### config.mk
export PLATFORM = sky130hd
export DESIGN_NAME = telemetry_rcv_flat
export DESIGN_NICKNAME = d
export VERILOG_FILES = /design/src/rtl/telemetry_rcv_if.sv /design/src/rtl/telemetry_rcv.sv /design/src/flat_wrapper.sv
export SDC_FILE = /design/constraint.sdc
export NUM_CORES = 1
export LEC_CHECK = 0
export BUFFER_PORTS_ARGS = -buffer_cell sky130_fd_sc_hd__buf_2
export CAP_MARGIN = 5
export CORE_MARGIN = 5
export CORE_UTILIZATION = 35
export CTS_BUF_LIST = sky130_fd_sc_hd__clkbuf_16
export DETAILED_ROUTE_END_ITERATION = 10
export GPL_TIMING_DRIVEN = 0
export PLACE_DENSITY_LB_ADDON = 0.05
export SYNTH_ARGS = -nofsm -noshare
export SYNTH_HDL_FRONTEND = slang
export SYNTH_SLANG_ARGS = --single-unit
### constraint.sdc
create_clock -name clk -period 4.6 [get_ports clk]
set_clock_uncertainty 0.2 [all_clocks]
set_input_delay 0.92 -clock clk [delete_from_list [all_inputs] [get_ports clk]]
set_output_delay 0.92 -clock clk [all_outputs]
set_load 0.01 [all_outputs]
### src/rtl/telemetry_rcv_if.sv
`default_nettype none
// ============================================================================
//  Module   : telemetry_rcv_if
//  Purpose  : Serial line in, decoded telemetry fields and status pulses out,
//             for the eBike telemetry link receiver.
//  Revision : 1.0  initial release
// ============================================================================
interface telemetry_rcv_if;
  logic        RX;
  logic [11:0] batt_v;
  logic [11:0] avg_curr;
  logic [11:0] avg_torque;
  logic        vld;
  logic        frm_err;

  // Receiver side: consumes the serial line, produces the decoded packet
  modport master (
    input  RX,
    output batt_v,
    output avg_curr,
    output avg_torque,
    output vld,
    output frm_err
  );

  // Line driver / consumer side
  modport slave (
    output RX,
    input  batt_v,
    input  avg_curr,
    input  avg_torque,
    input  vld,
    input  frm_err
  );
endinterface
`default_nettype wire

### src/rtl/telemetry_rcv.sv
`default_nettype none
// ============================================================================
//  Module   : telemetry_rcv
//  Purpose  : UART receiver for the eBike telemetry link. Deserialises bytes
//             and reassembles 8-byte packets (AA 55 + six data bytes) into
//             batt_v, avg_curr and avg_torque.
//  Revision : 1.0  initial release
// ============================================================================
module telemetry_rcv #(
  parameter int BAUD_DIV = 2604
) (
  input  logic            clk,
  input  logic            rst_n,
  telemetry_rcv_if.master bus
);

  localparam int                CNT_W    = $clog2(BAUD_DIV) + 1;
  localparam logic [CNT_W-1:0]  CNT_HALF = CNT_W'(BAUD_DIV / 2);
  localparam logic [CNT_W-1:0]  CNT_FULL = CNT_W'(BAUD_DIV);
  localparam logic [CNT_W-1:0]  CNT_ONE  = CNT_W'(1);

  typedef enum logic [1:0] {B_IDLE, B_START, B_DATA, B_STOP} byte_st_t;
  typedef enum logic [1:0] {P_HDR1, P_HDR2, P_DATA} pkt_st_t;

  // RX synchroniser and edge history
  logic rx_meta_q, rx_s_q, rx_prev_q;

  // Byte deserialiser state
  byte_st_t         bst_q, bst_d;
  logic [CNT_W-1:0] cnt_q, cnt_d;
  logic [2:0]       bit_cnt_q, bit_cnt_d;
  logic [7:0]       shift_q, shift_d;
  logic             baud_tick;
  logic             byte_rdy;
  logic             stop_err;

  // Packet assembler state
  pkt_st_t     pst_q, pst_d;
  logic [2:0]  pcnt_q, pcnt_d;
  logic [11:0] batt_st_q, batt_st_d;
  logic [11:0] curr_st_q, curr_st_d;
  logic [3:0]  tq_hi_q, tq_hi_d;
  logic [11:0] batt_v_q, batt_v_d;
  logic [11:0] avg_curr_q, avg_curr_d;
  logic [11:0] avg_torque_q, avg_torque_d;
  logic        vld_q, vld_d;
  logic        frm_err_q, frm_err_d;
  logic [7:0]  rx_byte;

  // Two-flop synchroniser plus one history flop for falling-edge detection;
  // all preset to the idle-high line level.
  always_ff @(posedge clk or negedge rst_n) begin
    if (!rst_n) begin
      rx_meta_q <= 1'b1;
      rx_s_q    <= 1'b1;
      rx_prev_q <= 1'b1;
    end else begin
      rx_meta_q <= bus.RX;
      rx_s_q    <= rx_meta_q;
      rx_prev_q <= rx_s_q;
    end
  end

  // Byte FSM: start-edge detect, mid-bit sampling, stop-bit check
  always_comb begin
    bst_d     = bst_q;
    cnt_d     = cnt_q;
    bit_cnt_d = bit_cnt_q;
    shift_d   = shift_q;
    byte_rdy  = 1'b0;
    stop_err  = 1'b0;
    baud_tick = (cnt_q == CNT_ONE);
    case (bst_q)
      B_IDLE: begin
        if (rx_prev_q && !rx_s_q) begin
          bst_d = B_START;
          cnt_d = CNT_HALF;
        end
      end
      B_START: begin
        if (baud_tick) begin
          cnt_d     = CNT_FULL;
          bit_cnt_d = 3'd0;
          bst_d     = rx_s_q ? B_IDLE : B_DATA;
        end else begin
          cnt_d = cnt_q - CNT_ONE;
        end
      end
      B_DATA: begin
        if (baud_tick) begin
          cnt_d     = CNT_FULL;
          shift_d   = {rx_s_q, shift_q[7:1]};
          bit_cnt_d = bit_cnt_q + 3'd1;
          if (bit_cnt_q == 3'd7) bst_d = B_STOP;
        end else begin
          cnt_d = cnt_q - CNT_ONE;
        end
      end
      B_STOP: begin
        if (baud_tick) begin
          bst_d = B_IDLE;
          if (rx_s_q) byte_rdy = 1'b1;
          else        stop_err = 1'b1;
        end else begin
          cnt_d = cnt_q - CNT_ONE;
        end
      end
      default: bst_d = B_IDLE;
    endcase
  end

  // Byte FSM registers
  always_ff @(posedge clk or negedge rst_n) begin
    if (!rst_n) begin
      bst_q     <= B_IDLE;
      cnt_q     <= '0;
      bit_cnt_q <= 3'd0;
      shift_q   <= 8'd0;
    end else begin
      bst_q     <= bst_d;
      cnt_q     <= cnt_d;
      bit_cnt_q <= bit_cnt_d;
      shift_q   <= shift_d;
    end
  end

  // The shift register holds the complete byte during the stop-bit sample
  assign rx_byte = shift_q;

  // Packet FSM: header hunt, field staging, range check of hi bytes
  always_comb begin
    pst_d        = pst_q;
    pcnt_d       = pcnt_q;
    batt_st_d    = batt_st_q;
    curr_st_d    = curr_st_q;
    tq_hi_d      = tq_hi_q;
    batt_v_d     = batt_v_q;
    avg_curr_d   = avg_curr_q;
    avg_torque_d = avg_torque_q;
    vld_d        = 1'b0;
    frm_err_d    = stop_err;
    if (stop_err) begin
      pst_d = P_HDR1;
    end else if (byte_rdy) begin
      case (pst_q)
        P_HDR1: begin
          if (rx_byte == 8'hAA) pst_d = P_HDR2;
        end
        P_HDR2: begin
          if (rx_byte == 8'h55) begin
            pst_d  = P_DATA;
            pcnt_d = 3'd0;
          end else if (rx_byte != 8'hAA) begin
            pst_d = P_HDR1;
          end
        end
        P_DATA: begin
          pcnt_d = pcnt_q + 3'd1;
          // Even slots carry the 4-bit upper field; anything above it is corrupt
          if (!pcnt_q[0] && (rx_byte[7:4] != 4'h0)) begin
            frm_err_d = 1'b1;
            pst_d     = P_HDR1;
          end else begin
            case (pcnt_q)
              3'd0: batt_st_d[11:8] = rx_byte[3:0];
              3'd1: batt_st_d[7:0]  = rx_byte;
              3'd2: curr_st_d[11:8] = rx_byte[3:0];
              3'd3: curr_st_d[7:0]  = rx_byte;
              3'd4: tq_hi_d         = rx_byte[3:0];
              3'd5: begin
                batt_v_d     = batt_st_q;
                avg_curr_d   = curr_st_q;
                avg_torque_d = {tq_hi_q, rx_byte};
                vld_d        = 1'b1;
                pst_d        = P_HDR1;
              end
              default: pst_d = P_HDR1;
            endcase
          end
        end
        default: pst_d = P_HDR1;
      endcase
    end
  end

  // Packet FSM and output registers
  always_ff @(posedge clk or negedge rst_n) begin
    if (!rst_n) begin
      pst_q        <= P_HDR1;
      pcnt_q       <= 3'd0;
      batt_st_q    <= 12'd0;
      curr_st_q    <= 12'd0;
      tq_hi_q      <= 4'd0;
      batt_v_q     <= 12'd0;
      avg_curr_q   <= 12'd0;
      avg_torque_q <= 12'd0;
      vld_q        <= 1'b0;
      frm_err_q    <= 1'b0;
    end else begin
      pst_q        <= pst_d;
      pcnt_q       <= pcnt_d;
      batt_st_q    <= batt_st_d;
      curr_st_q    <= curr_st_d;
      tq_hi_q      <= tq_hi_d;
      batt_v_q     <= batt_v_d;
      avg_curr_q   <= avg_curr_d;
      avg_torque_q <= avg_torque_d;
      vld_q        <= vld_d;
      frm_err_q    <= frm_err_d;
    end
  end

  assign bus.batt_v     = batt_v_q;
  assign bus.avg_curr   = avg_curr_q;
  assign bus.avg_torque = avg_torque_q;
  assign bus.vld        = vld_q;
  assign bus.frm_err    = frm_err_q;

endmodule
`default_nettype wire
### src/flat_wrapper.sv
// flat-port wrapper written by rule: the top's interface ports become plain ports
module telemetry_rcv_flat 
#(
  parameter int BAUD_DIV = 2604
)
  (clk, rst_n, bus_RX, bus_batt_v, bus_avg_curr, bus_avg_torque, bus_vld, bus_frm_err);
  telemetry_rcv_if bus_i ();
  input  logic clk;
  input  logic rst_n;
  input wire logic [$bits(bus_i.RX)-1:0] bus_RX;
  output wire logic [$bits(bus_i.batt_v)-1:0] bus_batt_v;
  output wire logic [$bits(bus_i.avg_curr)-1:0] bus_avg_curr;
  output wire logic [$bits(bus_i.avg_torque)-1:0] bus_avg_torque;
  output wire logic [$bits(bus_i.vld)-1:0] bus_vld;
  output wire logic [$bits(bus_i.frm_err)-1:0] bus_frm_err;
  assign bus_i.RX = bus_RX;
  assign bus_batt_v = bus_i.batt_v;
  assign bus_avg_curr = bus_i.avg_curr;
  assign bus_avg_torque = bus_i.avg_torque;
  assign bus_vld = bus_i.vld;
  assign bus_frm_err = bus_i.frm_err;
  telemetry_rcv #(.BAUD_DIV(BAUD_DIV)) u_core (.clk(clk), .rst_n(rst_n), .bus(bus_i));
endmodule
==> run metrics <==
die width=123 µm; Max Clk Rate=0.361 GHz; clock sinks=100; cells after synthesis=348; HP Class=reg2reg; die footprint=15100 µm²; CTS tree=built; min-delay src=u_core.rx_meta_q$_DFF_PN1_; Filler cells=1239; DR vias/cell=4.98; postcts setup bufs=0; routed length per instance=16.3 µm; post-route ant nets=0; Worst Hold Path Cells=0; global route overflow=0; number of synthesized flops with an enable pin=0; # IOs=41; Leak Pwr=2.64 nW; synth top area cells=dfrtp_1 54%, mux2_2 11%, mux2_1 7.6%; vias in the first global route=2895; Critical Path, Cell by Cell=inv_1 > ha_1 > nor4b_4 > nand4_4 > nor3_4 > and3_1 > buf_4 > buf_6 > mux2_1; final setup vio count=0; drt drc=0; Worst-Skew Late Latency=0.34 ns; startpoint class of the critical path=flop; YS warnings=0; Total Nets Final=416; CORE AREA=12600 µm²; Clock Tree Buf Depth=2; crit path max fanout=10; Final Max Slew Viols=0; Max IR drop VDD=0.000192 V; crit share post-route=60.3%; # Max-Cap Violations=0; CP endpoint kind=flop; Routed WL=9410 µm; Multi-input gate area=1850 µm²; Crit Path Class=reg2reg; GRT met2 Usage=21.2%; post-CTS sizing=0; reg2reg setup slack=1.83 ns; run status=complete, no violations; RSZ-0062 raised after global routing=no; Crit-path slowest cell=dfrtp_1; gr busiest metal=met2; initial DRC count=167; Initial Util=35.6%; reg2reg start=u_core.cnt_q[1]$_DFFE_PN0P_; dpl ws=1.79 ns; largest net degree at the start of global routing=54; Synth top area share=54.3%; CP top delay family=simple AND/OR/NAND/NOR gates; synth unique cells=49; CTS Root Cell=clkbuf_16; buffers added on ports=40; asr flop ratio synth=100%; FP Rows=41; initial antenna violation count=0; Tmin final=2.77 ns; synthesized net count=364; Syn Area/Cell=12.9 µm²; Critical Path RT=4.63 ns; Worst-Margin Slew=0.643 ns; gpl congestion=0.804; critical path depth=9; sequential fraction of the synthesis area=56.0%; FF-to-FF End=u_core.bus.avg_torque[8]$_DFFE_PN0P_; WHS Endpoint=u_core.rx_s_q$_DFF_PN1_; via count=2872; Crit path buffers/inverters=3; GR Layer Usage met3=3.61%; Fin. Hold Viols=0; GRT Util Overall=13.4%; biggest cell delay along the critical path=0.41 ns; Post-Route Setup TNS=0 ns; Die H=123 µm; area grow syn2layout=15.8%; most common cell after layout, fill and taps aside=dfrtp_1; first-pass GRT wire length=15600 µm; ys flop type=dfrtp_1; slew margin rel.=57.1%; GR Util met1=17.8%; Reg area=2510 µm²; reg2reg path depth=9; Hold-fix buffers, CTS=0; Pwr per Cell Area=433 nW/µm²; ant diodes=0; total CTS buffers=9; post-DP HPWL=6560 µm; Worst-path clk slew=0.07 ns; Cell Area, Synth=4470 µm²; fin worst setup slack=1.83 ns; FF+latch count, synth=100; layout cells sized above 1=26.7%; drt pass-1 iters=4; H-tree levels=3; area leader, netlist=dfrtp_1; CP Data Arrival Time=2.80 ns; commonest non-fill, non-tap cells in the layout=97 x dfrtp_1, 42 x mux2_2, 39 x buf_2
-- worst max path at each step --
stage | slack (ns) | start | endpoint
finish | 1.83 | u_core.cnt_q[1]$_DFFE_PN0P_ | u_core.bus.avg_torque[8]$_DFFE_PN0P_
global route | 1.64 | u_core.cnt_q[1]$_DFFE_PN0P_ | u_core.bus.avg_curr[7]$_DFFE_PN0P_
CTS | 1.80 | u_core.cnt_q[1]$_DFFE_PN0P_ | u_core.bus.avg_curr[2]$_DFFE_PN0P_
detailed placement | 1.79 | u_core.cnt_q[1]$_DFFE_PN0P_ | u_core.bus.avg_curr[0]$_DFFE_PN0P_
global placement | 1.29 | rst_n | u_core.bus.avg_torque[10]$_DFFE_PN0P_
floorplan | 2.18 | u_core.cnt_q[1]$_DFFE_PN0P_ | u_core.bus.avg_torque[1]$_DFFE_PN0P_
-- worst register-to-register path, stage by stage, from the launching register on --
cell     delay, ns
dfrtp_1       0.41
inv_1         0.09
ha_1          0.14
nor4b_4       0.39
nand4_4       0.24
nor3_4        0.28
and3_1        0.19
buf_4         0.19
buf_6         0.18
mux2_1        0.33
-- registers in the layout (all words and copies together), names as in the netlist, named ones only --
register,count
u_core.batt_st_q,12
u_core.bit_cnt_q,3
u_core.bst_q,1
u_core.bus.avg_curr,12
u_core.bus.avg_torque,12
u_core.bus.batt_v,12
u_core.bus.frm_err,1
u_core.bus.vld,1
u_core.cnt_q,13
u_core.curr_st_q,12
u_core.pcnt_q,3
u_core.pst_q,2
u_core.rx_byte,8
u_core.rx_meta_q,1
u_core.rx_prev_q,1
u_core.rx_s_q,1
u_core.tq_hi_q,4
-- synth_stat cells, types with 3 or more instances --
cell type / number
and3_1: 3
and2_1: 3
nor3_1: 8
o22a_1: 4
a21oi_1: 9
mux2_2: 42
dfrtp_1: 97
o31ai_1: 5
nand3_1: 7
nand2_1: 18
mux2_1: 30
and4_1: 3
nor2b_1: 3
inv_1: 12
dfstp_2: 3
clkbuf_1: 7
a31oi_1: 4
a22o_1: 7
nor2_1: 22
ha_1: 13
nor3b_1: 3
o21ai_0: 10
buf_6: 3
-- power by group --
| group | switching (mW) | internal, mW | total [mW] |
|---|---|---|---|
| Sequential | 0.0834 | 0.939 | 1.02 |
| Combinational | 0.336 | 0.208 | 0.544 |
| Clock | 0.318 | 0.360 | 0.678 |
-- metrics by stage --
step | hold slack [ns] | cell area [µm²] | power, mW | util (%) | instances
after floorplan | 0.145 | 4470 | 1.44 | - | 348
after global placement | 0.149 | 4890 | 1.58 | 38.9 | 560
after detailed placement | 0.147 | 4920 | 1.58 | 39.1 | 561
after CTS | 0.157 | 5180 | 2.27 | 41.2 | 577
after global routing | 0.159 | 5180 | 2.38 | 41.2 | 577
final | 0.157 | 5180 | 2.24 | 41.2 | 577
-- metal layers --
metal  part of all wire, %  wire, µm
met1                    46      4360
met2                    48      4560
met3                   3.7       350
met4                   1.5       144
met5                     0         0
-- logic make-up after synthesis --
group           after synthesis  share of synthesized area (%)
buf+inv                      24                           2.63
flops                       100                           56.0
mux                          72                           18.1
simple gates                 83                           10.7
fa+ha+maj                    13                           3.64
xor+xnor                      1                          0.196
compound gates               55                           8.67
-- final cells by class --
type                            instances  area share [%]
Tap cell                              172            4.15
Inverter                               12           0.869
Clock inverter                          7           0.700
Timing Repair Buffer                   41            4.44
Buffer                                 12            1.40
Sequential cell                       100            48.4
Clock buffer                            9            4.35
Multi-Input combinational cell        224            35.7
(Power assumes the default switching activity.)
